`src/rtl/unsigned_mul_8x8_ha_array_accum_pkg.sv`:
```
// Shared types and geometry for the half-adder-array product accumulator.
package unsigned_mul_8x8_ha_array_accum_pkg;
  typedef enum logic [1:0] {IDLE, ACCUM, DONE} state_e;
  localparam int ROW_COUNT = 4;
  localparam int T_W       = 9;
  localparam int B_W       = 7;
  localparam int ROW_VAL_W = 10;
  localparam int ACC_W     = 17;
endpackage

```
`src/rtl/unsigned_mul_8x8_ha_array_accum_ha_row_value.sv`:
```
// Combinational row value: sum row plus carry row shifted into place.
module ha_row_value
  import unsigned_mul_8x8_ha_array_accum_pkg::*;
(
  input  logic [T_W-1:0]       t_i,
  input  logic [B_W-1:0]       b_i,
  output logic [ROW_VAL_W-1:0] v_o
);
  assign v_o = ROW_VAL_W'(t_i) + (ROW_VAL_W'(b_i) << 2);
endmodule

```
`src/rtl/unsigned_mul_8x8_ha_array_accum.sv`:
```
// Captures four half-adder rows and accumulates their weighted values,
// ROWS_PER_CYCLE rows per clock, then presents the 16-bit product with a handshake.
module unsigned_mul_8x8_ha_array_accum
  import unsigned_mul_8x8_ha_array_accum_pkg::*;
#(
  parameter int ROWS_PER_CYCLE = 1
) (
  input  logic             clk,
  input  logic             rst_n,
  input  logic [B_W-1:0]   ha_array_0_b,
  input  logic [B_W-1:0]   ha_array_1_b,
  input  logic [B_W-1:0]   ha_array_2_b,
  input  logic [B_W-1:0]   ha_array_3_b,
  input  logic [T_W-1:0]   ha_array_0_t,
  input  logic [T_W-1:0]   ha_array_1_t,
  input  logic [T_W-1:0]   ha_array_2_t,
  input  logic [T_W-1:0]   ha_array_3_t,
  input  logic             in_valid,
  output logic             in_ready,
  output logic [15:0]      out_product,
  output logic             out_ovf,
  output logic             out_valid,
  input  logic             out_ready,
  output logic             busy
);
  if (!(ROWS_PER_CYCLE == 1 || ROWS_PER_CYCLE == 2 || ROWS_PER_CYCLE == 4)) begin : g_bad_rows
    $error("ROWS_PER_CYCLE must be 1, 2 or 4");
  end

  state_e                state_q, state_d;
  logic [ACC_W-1:0]      acc_q, acc_d, acc_sum;
  logic [2:0]            idx_q, idx_d;
  logic                  out_valid_q, out_valid_d;
  logic                  load;
  logic [T_W-1:0]        t_q [ROW_COUNT];
  logic [B_W-1:0]        b_q [ROW_COUNT];
  logic [T_W-1:0]        t_in [ROW_COUNT];
  logic [B_W-1:0]        b_in [ROW_COUNT];
  logic [1:0]            row_sel [ROWS_PER_CYCLE];
  logic [ROW_VAL_W-1:0]  row_val [ROWS_PER_CYCLE];
  logic                  last_step;

  assign t_in[0] = ha_array_0_t;
  assign t_in[1] = ha_array_1_t;
  assign t_in[2] = ha_array_2_t;
  assign t_in[3] = ha_array_3_t;
  assign b_in[0] = ha_array_0_b;
  assign b_in[1] = ha_array_1_b;
  assign b_in[2] = ha_array_2_b;
  assign b_in[3] = ha_array_3_b;

  for (genvar j = 0; j < ROWS_PER_CYCLE; j++) begin : g_row
    assign row_sel[j] = idx_q[1:0] + 2'(j);
    ha_row_value u_row (
      .t_i (t_q[row_sel[j]]),
      .b_i (b_q[row_sel[j]]),
      .v_o (row_val[j])
    );
  end

  // Row i carries weight 4^i; the 17-bit sum never wraps (max 86615).
  always_comb begin
    acc_sum = acc_q;
    for (int j = 0; j < ROWS_PER_CYCLE; j++) begin
      acc_sum = acc_sum + (ACC_W'(row_val[j]) << {row_sel[j], 1'b0});
    end
  end

  assign last_step = (idx_q + 3'(ROWS_PER_CYCLE)) == 3'(ROW_COUNT);

  always_comb begin
    state_d     = state_q;
    acc_d       = acc_q;
    idx_d       = idx_q;
    out_valid_d = 1'b0;
    load        = 1'b0;
    case (state_q)
      IDLE: begin
        if (in_valid) begin
          state_d = ACCUM;
          acc_d   = '0;
          idx_d   = '0;
          load    = 1'b1;
        end
      end
      ACCUM: begin
        acc_d = acc_sum;
        idx_d = idx_q + 3'(ROWS_PER_CYCLE);
        if (last_step) state_d = DONE;
      end
      DONE: begin
        // Result is presented one cycle after entering DONE.
        out_valid_d = 1'b1;
        if (out_valid_q && out_ready) begin
          state_d     = IDLE;
          out_valid_d = 1'b0;
        end
      end
      default: state_d = IDLE;
    endcase
  end

  always_ff @(posedge clk) begin
    if (!rst_n) begin
      state_q     <= IDLE;
      acc_q       <= '0;
      idx_q       <= '0;
      out_valid_q <= 1'b0;
      for (int i = 0; i < ROW_COUNT; i++) begin
        t_q[i] <= '0;
        b_q[i] <= '0;
      end
    end else begin
      state_q     <= state_d;
      acc_q       <= acc_d;
      idx_q       <= idx_d;
      out_valid_q <= out_valid_d;
      if (load) begin
        for (int i = 0; i < ROW_COUNT; i++) begin
          t_q[i] <= t_in[i];
          b_q[i] <= b_in[i];
        end
      end
    end
  end

  assign in_ready    = (state_q == IDLE);
  assign busy        = (state_q != IDLE);
  assign out_valid   = out_valid_q;
  assign out_product = acc_q[15:0];
  assign out_ovf     = acc_q[16];
endmodule

```
`config.mk`:
```
export PLATFORM = sky130hd
export DESIGN_NAME = unsigned_mul_8x8_ha_array_accum
export DESIGN_NICKNAME = d
export VERILOG_FILES = /design/src/rtl/unsigned_mul_8x8_ha_array_accum_pkg.sv /design/src/rtl/unsigned_mul_8x8_ha_array_accum_ha_row_value.sv /design/src/rtl/unsigned_mul_8x8_ha_array_accum.sv
export SDC_FILE = /design/constraint.sdc
export NUM_CORES = 1
export LEC_CHECK = 0
export CELL_PAD_IN_SITES_DETAIL_PLACEMENT = 1
export CELL_PAD_IN_SITES_GLOBAL_PLACEMENT = 1
export CORE_ASPECT_RATIO = 0.5
export CORE_MARGIN = 2
export CORE_UTILIZATION = 39
export CTS_BUF_LIST = sky130_fd_sc_hd__clkbuf_16
export CTS_CLUSTER_DIAMETER = 80
export DETAILED_ROUTE_END_ITERATION = 10
export DONT_BUFFER_PORTS = 1
export HOLD_SLACK_MARGIN = 0.03
export PLACE_DENSITY_LB_ADDON = 0.12
export SYNTH_ARGS = -nofsm -noshare
export SYNTH_HDL_FRONTEND = slang
export SYNTH_HIERARCHICAL = 1
export SYNTH_SLANG_ARGS = --single-unit
```
`constraint.sdc`:
```
create_clock -name clk -period 5.05 [get_ports clk]
set_input_delay 0.7575 -clock clk [delete_from_list [all_inputs] [get_ports clk]]
set_output_delay 0.7575 -clock clk [all_outputs]
set_load 0.05 [all_outputs]
```
[Word-level counts from Yosys, hierarchy flattened]
Memories as Yosys holds them, arrays and structs flattened. A register that Yosys moved wholly into a read port is not among the register bits.
Index checks and enable logic that the tools add are counted.
Operators by class
  reductions and logical operators: 7
  shifts and indexed selects: 1
  bitwise operators: 8
  equal/unequal tests: 6
  muxes and demuxes: 27
  add/sub/neg operators: 3
Operators with widths (count)
  two-way mux 9 bit: 4
  one-hot mux 17 bit (2 select lines): 1
  two-way mux 7 bit: 4
  adder 17 bit: 1
  two-way mux 17 bit: 1
  left shift 10 x 3 -> 17 bit: 1
  two-way mux 2 bit: 7
  adder 9 x 9 -> 10 bit: 1
  bitwise OR 1 bit: 8
  two-way mux 1 bit: 7
  inequality test 2 bit, second input constant: 3
  one-hot mux 2 bit (3 select lines): 1
  one-hot mux 3 bit (2 select lines): 1
  AND reduction 2 bit: 2
  nonzero test 2 bit: 2
  adder 3 x 1 -> 3 bit, second input constant: 1
  == test 3 bit, second input constant: 1
  two-way mux 3 bit: 1
  AND reduction 3 bit: 1
  == test 2 x 1 -> 1 bit, second input constant: 1
  == test 2 bit, second input constant: 1
  zero test 2 bit: 1
  logical AND 1 bit: 1
Storage, ports and cells
  memories: 2
  memory bits (writable): 64
  register bits after elaboration: 23
  word-level logic and storage cells: 58
  input bits: 68
Memories
  t_q: words 4, width 9, read ports 1, clocked after Yosys merged registers in 1, wr ports 4, RTL line unsigned_mul_8x8_ha_array_accum.sv:35  | logic [T_W-1:0] t_q [ROW_COUNT];
  b_q: words 4, width 7, read ports 1, clocked after Yosys merged registers in 1, wr ports 4, RTL line unsigned_mul_8x8_ha_array_accum.sv:36  | logic [B_W-1:0] b_q [ROW_COUNT];

[Logic depth before layout (Yosys ltp)]
  depth in word-level cells: 6
  depth in mapped cells: 21
  gate-level depth less buffers: 18

[Cells and area by module]
Netlist, hierarchy kept.
By module, submodules not included
  unsigned_mul_8x8_ha_array_accum: cells an instance 400, times used 1, sequential area each 2422.3 sq um, area an instance 4679.5 sq um
  ha_row_value: cells an instance 39, times used 1, sequential area each 0.0 sq um, area an instance 301.5 sq um

[Worst setup path before layout]
Ideal clock, no wire load.
  kind: flip-flop to flip-flop
  from: reg with a tool-made name
  to: reg acc_q[15]
  arrival time: 4.006 ns
  setup slack: 0.925 ns
  cell stages (with the launch flop): 18
  buffers on the path: 2
  period minus slack after synthesis: 4.125 ns
  cells stage by stage: dfxtp_1 -> buf_2 -> buf_2 -> mux4_2 -> ha_1 -> a21oi_2 -> nor2b_1 -> a311oi_2 -> o21ai_0 -> mux2_2 -> a22o_1 -> ha_1 -> a2111oi_2 -> o2bb2ai_1 -> a21oi_1 -> a21oi_1 -> xor2_1 -> o21ai_1
RTL lines
  to (signal assigned): RTL line unsigned_mul_8x8_ha_array_accum.sv:106  | acc_q <= '0;
  to (signal assigned): RTL line unsigned_mul_8x8_ha_array_accum.sv:115  | acc_q <= acc_d;
  to (decl): RTL line unsigned_mul_8x8_ha_array_accum.sv:31  | logic [ACC_W-1:0] acc_q, acc_d, acc_sum;

==> flow_summary.html <==
<table>
<tr><th>Metric</th><th>Value</th></tr>
<tr><th colspan="2">Status</th></tr>
<tr><td>Status</td><td>finished, final reports clean</td></tr>
<tr><th colspan="2">Clock tree</th></tr>
<tr><td>Clock slew seen by the registers of the worst setup and hold paths</td><td>roughly 0.07 ns</td></tr>
<tr><td>TritonCTS sink count</td><td>89</td></tr>
<tr><td>Post-CTS resize count</td><td>0</td></tr>
<tr><td>Buffer count from post-CTS setup fixing</td><td>0</td></tr>
<tr><td>Worst-case clock buffer depth</td><td>2</td></tr>
<tr><td>CTS Root Cell</td><td>sky130_fd_sc_hd__clkbuf_16</td></tr>
<tr><td>Hold-fix buffers at CTS</td><td>0</td></tr>
<tr><td>Clock tree from TritonCTS</td><td>done</td></tr>
<tr><td>Count of H-tree levels built during CTS</td><td>3</td></tr>
<tr><td>Clock Latency Late Sink</td><td>around 0.34 ns</td></tr>
<tr><td>Number of buffers added by the clock tree synthesis step</td><td>9</td></tr>
<tr><th colspan="2">Setup path</th></tr>
<tr><td>Worst R2R Setup Slack</td><td>~0.6 ns</td></tr>
<tr><td>Maximum net fanout on the critical path</td><td>16</td></tr>
<tr><td>Crit path kind</td><td>reg2reg</td></tr>
<tr><td>Kind of capture point of the worst setup path</td><td>flop</td></tr>
<tr><td>Critical path launch point type</td><td>flop</td></tr>
<tr><td>Arrival time reported for the critical path endpoint</td><td>around 4.7 ns</td></tr>
<tr><td>Register-to-Register Path Depth</td><td>16</td></tr>
<tr><td>RR Endpoint</td><td>acc_q[15]</td></tr>
<tr><td>Data required, critical path</td><td>5.28 ns</td></tr>
<tr><th colspan="2">Cells and area</th></tr>
<tr><td>P&amp;R area growth vs syn</td><td>8.62%</td></tr>
<tr><td>Multi-input combinational cell area</td><td>between 2000 and 2500 um^2</td></tr>
<tr><td>Diodes inserted</td><td>0</td></tr>
<tr><td>Count of fill cells added during filler insertion</td><td>1374</td></tr>
<tr><td>Cell area after layout</td><td>around 5400 um^2</td></tr>
<tr><td>Final nets</td><td>about 520</td></tr>
<tr><td>Layout cell share with drive strength beyond 1</td><td>0.122</td></tr>
<tr><td>Register cell area after layout</td><td>2420 um^2</td></tr>
<tr><th colspan="2">Yosys</th></tr>
<tr><td>Asr flop ratio synth</td><td>0</td></tr>
<tr><td>Mapped Area</td><td>4980 um^2</td></tr>
<tr><td>Warnings from Yosys</td><td>6</td></tr>
<tr><td>Number of flops mapped to enable cells by yosys</td><td>between 60 and 70</td></tr>
<tr><td>Sequential cell area fraction in the yosys report</td><td>0.486</td></tr>
<tr><td>Flip-flop and latch count after synthesis</td><td>89</td></tr>
<tr><td>Number of different library cells in the post-synthesis netlist</td><td>55</td></tr>
<tr><td>Synthesized Nets</td><td>534</td></tr>
<tr><td>Most used DFF post-synth</td><td>sky130_fd_sc_hd__edfxtp_1</td></tr>
<tr><td>Synth Area per Inst</td><td>roughly 11 um^2</td></tr>
<tr><td>Gate count after technology mapping</td><td>around 440</td></tr>
<tr><th colspan="2">Pwr</th></tr>
<tr><td>Psw</td><td>0.623 mW</td></tr>
<tr><td>LEAKAGE</td><td>just over 2 nW</td></tr>
<tr><td>Maximum vdd ir drop</td><td>between 0.15 and 0.2 mV</td></tr>
<tr><td>Share of total power in sequential cells</td><td>0.449</td></tr>
<tr><td>Total power consumption of the routed design</td><td>2.01 mW</td></tr>
<tr><td>Clock network fraction of design power</td><td>0.360</td></tr>
<tr><td>Switching Fraction</td><td>0.310</td></tr>
<tr><td>Cell-internal power</td><td>roughly 1.4 mW</td></tr>
<tr><td>Relative contribution of combinational cells to total power</td><td>0.192</td></tr>
<tr><td>PD cells</td><td>about 370 nW/um^2</td></tr>
<tr><th colspan="2">Routing</th></tr>
<tr><td>Post-detailed-route DRC marker count</td><td>0</td></tr>
<tr><td>Detailed-route wire length</td><td>about 11000 um</td></tr>
<tr><td>Vias per cell</td><td>5.32</td></tr>
<tr><td>Number of nets with antenna violations after detailed routing</td><td>0</td></tr>
<tr><td>Iteration count of the initial detailed-routing pass</td><td>4</td></tr>
<tr><td>Total vias in the final route</td><td>3214</td></tr>
<tr><td>DRT iter0 DRCs</td><td>about 150</td></tr>
<tr><td>Post-detailed-route wirelength per cell</td><td>18.7 um</td></tr>
<tr><th colspan="2">Timing</th></tr>
<tr><td>Slew Viols, Final</td><td>0</td></tr>
<tr><td>Post-Route Setup TNS</td><td>0 ns</td></tr>
<tr><td>Max Clock Skew</td><td>roughly 0.0087 ns</td></tr>
<tr><td>Final hold violations</td><td>0</td></tr>
<tr><td>Post-layout min period</td><td>4.45 ns</td></tr>
<tr><td>Headroom to the max-slew limit</td><td>0.308</td></tr>
<tr><td>RSZ-0062 raised after global routing</td><td>no</td></tr>
<tr><td>Setup violation total in the final timing report</td><td>0</td></tr>
<tr><td>Fmax</td><td>about 220 MHz</td></tr>
<tr><td>Slew at the pin with the worst max-slew slack</td><td>a little over 1 ns</td></tr>
<tr><td>Fraction of the cycle the final worst path needs</td><td>0.882</td></tr>
<tr><td>Setup WS post-layout</td><td>~0.6 ns</td></tr>
<tr><th colspan="2">GRT</th></tr>
<tr><td>Via count of the first global-routing pass</td><td>between 3000 and 4000</td></tr>
<tr><td>Overall overflow remaining after global route</td><td>0</td></tr>
<tr><td>First-pass GRT wire length</td><td>around 18000 um</td></tr>
<tr><td>Initial antenna violation count</td><td>0</td></tr>
<tr><td>Overall fraction of global-route tracks in use</td><td>0.171</td></tr>
<tr><td>Pin count of the biggest net entering global routing</td><td>65</td></tr>
<tr><th colspan="2">Floorplan</th></tr>
<tr><td>Core area</td><td>approximately 13000 um^2</td></tr>
<tr><td>Die area</td><td>between 10000 and 15000 um^2</td></tr>
<tr><td>Starting density of the core</td><td>0.397</td></tr>
<tr><td>Die width</td><td>around 160 um</td></tr>
<tr><td>Count of pins on the block boundary</td><td>between 80 and 90</td></tr>
<tr><td>Number of standard-cell rows in the floorplan</td><td>29</td></tr>
<tr><td>Height of the die</td><td>between 80 and 90 um</td></tr>
<tr><th colspan="2">Place</th></tr>
<tr><td>Total cell area at the placement stage</td><td>between 5000 and 6000 um^2</td></tr>
<tr><td>Number of port buffers</td><td>0</td></tr>
<tr><td>HPWL Detailed</td><td>roughly 8700 um</td></tr>
<tr><td>Weighted congestion at the end of routability-driven global placement</td><td>about 0.9</td></tr>
<tr><td>Worst slack at placement</td><td>roughly 0.61 ns</td></tr>
<tr><th colspan="2">Worst hold path</th></tr>
<tr><td>Endpoint of the worst hold-timing path</td><td>out_valid</td></tr>
<tr><td>Hold path depth</td><td>1</td></tr>
<tr><td>Launch instance of the worst min-delay path</td><td>state_q[0]</td></tr>
<tr><td>Worst min-delay path category</td><td>reg2reg</td></tr>
<tr><th colspan="2">Job</th></tr>
<tr><td># Max-Cap Violations</td><td>0</td></tr>
</table>
[cells in the final DEF, fill, tap and decap left out, types with 9 or more instances in the layout]
| cell type | netlist | routed |
|---|---|---|
| sky130_fd_sc_hd__a21oi_1 | 23 | 23 |
| sky130_fd_sc_hd__and2_1 | 66 | 66 |
| sky130_fd_sc_hd__clkbuf_16 | 0 | 9 |
| sky130_fd_sc_hd__dfxtp_1 | 25 | 25 |
| sky130_fd_sc_hd__edfxtp_1 | 64 | 64 |
| sky130_fd_sc_hd__ha_1 | 25 | 25 |
| sky130_fd_sc_hd__inv_1 | 11 | 11 |
| sky130_fd_sc_hd__mux2i_1 | 12 | 12 |
| sky130_fd_sc_hd__mux4_2 | 16 | 16 |
| sky130_fd_sc_hd__nand2_1 | 33 | 32 |
| sky130_fd_sc_hd__nor2_1 | 30 | 30 |
| sky130_fd_sc_hd__nor2b_1 | 10 | 10 |
| sky130_fd_sc_hd__o21ai_0 | 10 | 10 |
| sky130_fd_sc_hd__xnor2_1 | 10 | 10 |
[critical path, cell delays in order (launching register included)]
cell and delay, ns:
sky130_fd_sc_hd__dfxtp_1 0.31, sky130_fd_sc_hd__buf_4 0.30, sky130_fd_sc_hd__mux4_2 0.55, sky130_fd_sc_hd__ha_1 0.43
sky130_fd_sc_hd__a21oi_2 0.17, sky130_fd_sc_hd__nor2b_1 0.07, sky130_fd_sc_hd__a311oi_2 0.30, sky130_fd_sc_hd__o21ai_0 0.24
sky130_fd_sc_hd__mux2_2 0.33, sky130_fd_sc_hd__a22o_1 0.26, sky130_fd_sc_hd__ha_1 0.27, sky130_fd_sc_hd__a2111oi_2 0.44
sky130_fd_sc_hd__o2bb2ai_1 0.16, sky130_fd_sc_hd__a21oi_1 0.07, sky130_fd_sc_hd__a21oi_1 0.19, sky130_fd_sc_hd__xor2_1 0.17
sky130_fd_sc_hd__o21ai_1 0.07
[state kept, by name (all words and copies together) (netlist names), named ones only]
signal and cells:
acc_q 17, b_q 28, idx_q 3, out_valid 1, state_q 2, t_q 36
[Yosys cell counts (2+ instances only)]
cell type	count	area, um^2
sky130_fd_sc_hd__a21oi_1	23	115
sky130_fd_sc_hd__a21oi_2	4	35.0
sky130_fd_sc_hd__a22o_1	2	17.5
sky130_fd_sc_hd__a22oi_1	6	45.0
sky130_fd_sc_hd__a31oi_1	2	12.5
sky130_fd_sc_hd__and2_1	66	413
sky130_fd_sc_hd__and3_1	2	12.5
sky130_fd_sc_hd__buf_2	7	35.0
sky130_fd_sc_hd__buf_4	3	22.5
sky130_fd_sc_hd__buf_6	2	22.5
sky130_fd_sc_hd__clkbuf_1	6	22.5
sky130_fd_sc_hd__clkbuf_2	6	30.0
sky130_fd_sc_hd__dfxtp_1	25	500
sky130_fd_sc_hd__edfxtp_1	64	1920
sky130_fd_sc_hd__fa_1	2	40.0
sky130_fd_sc_hd__ha_1	25	313
sky130_fd_sc_hd__inv_1	11	41.3
sky130_fd_sc_hd__mux2_2	3	33.8
sky130_fd_sc_hd__mux2i_1	12	120
sky130_fd_sc_hd__mux4_2	16	360
sky130_fd_sc_hd__nand2_1	33	124
sky130_fd_sc_hd__nand2b_1	5	31.3
sky130_fd_sc_hd__nand3_1	5	25.0
sky130_fd_sc_hd__nand4_1	2	12.5
sky130_fd_sc_hd__nor2_1	30	113
sky130_fd_sc_hd__nor2b_1	10	62.6
sky130_fd_sc_hd__nor3_1	5	25.0
sky130_fd_sc_hd__o211ai_1	2	15.0
sky130_fd_sc_hd__o21a_1	4	30.0
sky130_fd_sc_hd__o21ai_0	10	50.1
sky130_fd_sc_hd__o21ai_1	7	35.0
sky130_fd_sc_hd__o21ai_2	2	17.5
sky130_fd_sc_hd__o22ai_1	2	12.5
sky130_fd_sc_hd__xnor2_1	10	87.6
sky130_fd_sc_hd__xor2_1	5	43.8
[final cells by class]
| class | instances | area share |
|---|---|---|
| Clock buffer | 9 | 0.0416 |
| Clock inverter | 7 | 0.0167 |
| Inverter | 11 | 0.00763 |
| Multi-Input combinational cell | 314 | 0.441 |
| Sequential cell | 89 | 0.448 |
| Tap cell | 170 | 0.0393 |
| Timing Repair Buffer | 4 | 0.00555 |
[metrics by stage]
step | hold slack, ns | cells | util
floorplan | 0.468 | 439 | -
global placement | 0.508 | 588 | 0.406
detailed placement | 0.524 | 588 | 0.406
CTS | 0.537 | 604 | 0.431
global route | 0.570 | 604 | 0.431
finish | 0.550 | 604 | 0.431
[power by group through the flow]
stage / logic, mW / clock network (mW) / registers (mW)
6_report: 0.386 / 0.724 / 0.903
2_1_floorplan: 0.321 / 0 / 0.906
3_3_place_gp: 0.374 / 0 / 0.919
5_1_grt: 0.431 / 0.769 / 0.910
3_5_place_dp: 0.385 / 0 / 0.921
4_1_cts: 0.387 / 0.738 / 0.905
[logic make-up (layout without fill, tap and decap cells)]
kind of cell / after synthesis / after routing / share of synthesized area
AO/OA/AOI/OAI: 79 / 79 / 0.108
XOR/XNOR: 15 / 15 / 0.0264
multiplexers: 31 / 31 / 0.103
flip-flops: 89 / 89 / 0.486
AND/OR/NAND/NOR: 162 / 162 / 0.170
buffers and inverters: 36 / 31 / 0.0357
adder cells (fa/ha/maj): 27 / 27 / 0.0708
[worst max-delay path by stage]
| stage | end | start | slack (ns) |
|---|---|---|---|
| 2_1_floorplan | acc_q[15] | flop | 0.92 |
| 3_5_place_dp | acc_q[15] | flop | 0.61 |
| 3_3_place_gp | acc_q[13] | flop | 0.76 |
| 4_1_cts | acc_q[15] | flop | 0.60 |
| 5_1_grt | acc_q[15] | flop | 0.25 |
| 6_report | acc_q[15] | flop | 0.60 |
[per-layer routing]
metal  track usage  wire length [um]
met1         0.240              5640
met2         0.269              5100
met3        0.0462               484
met4        0.0287                42
met5             0                 0
(Power assumes the default switching activity.)
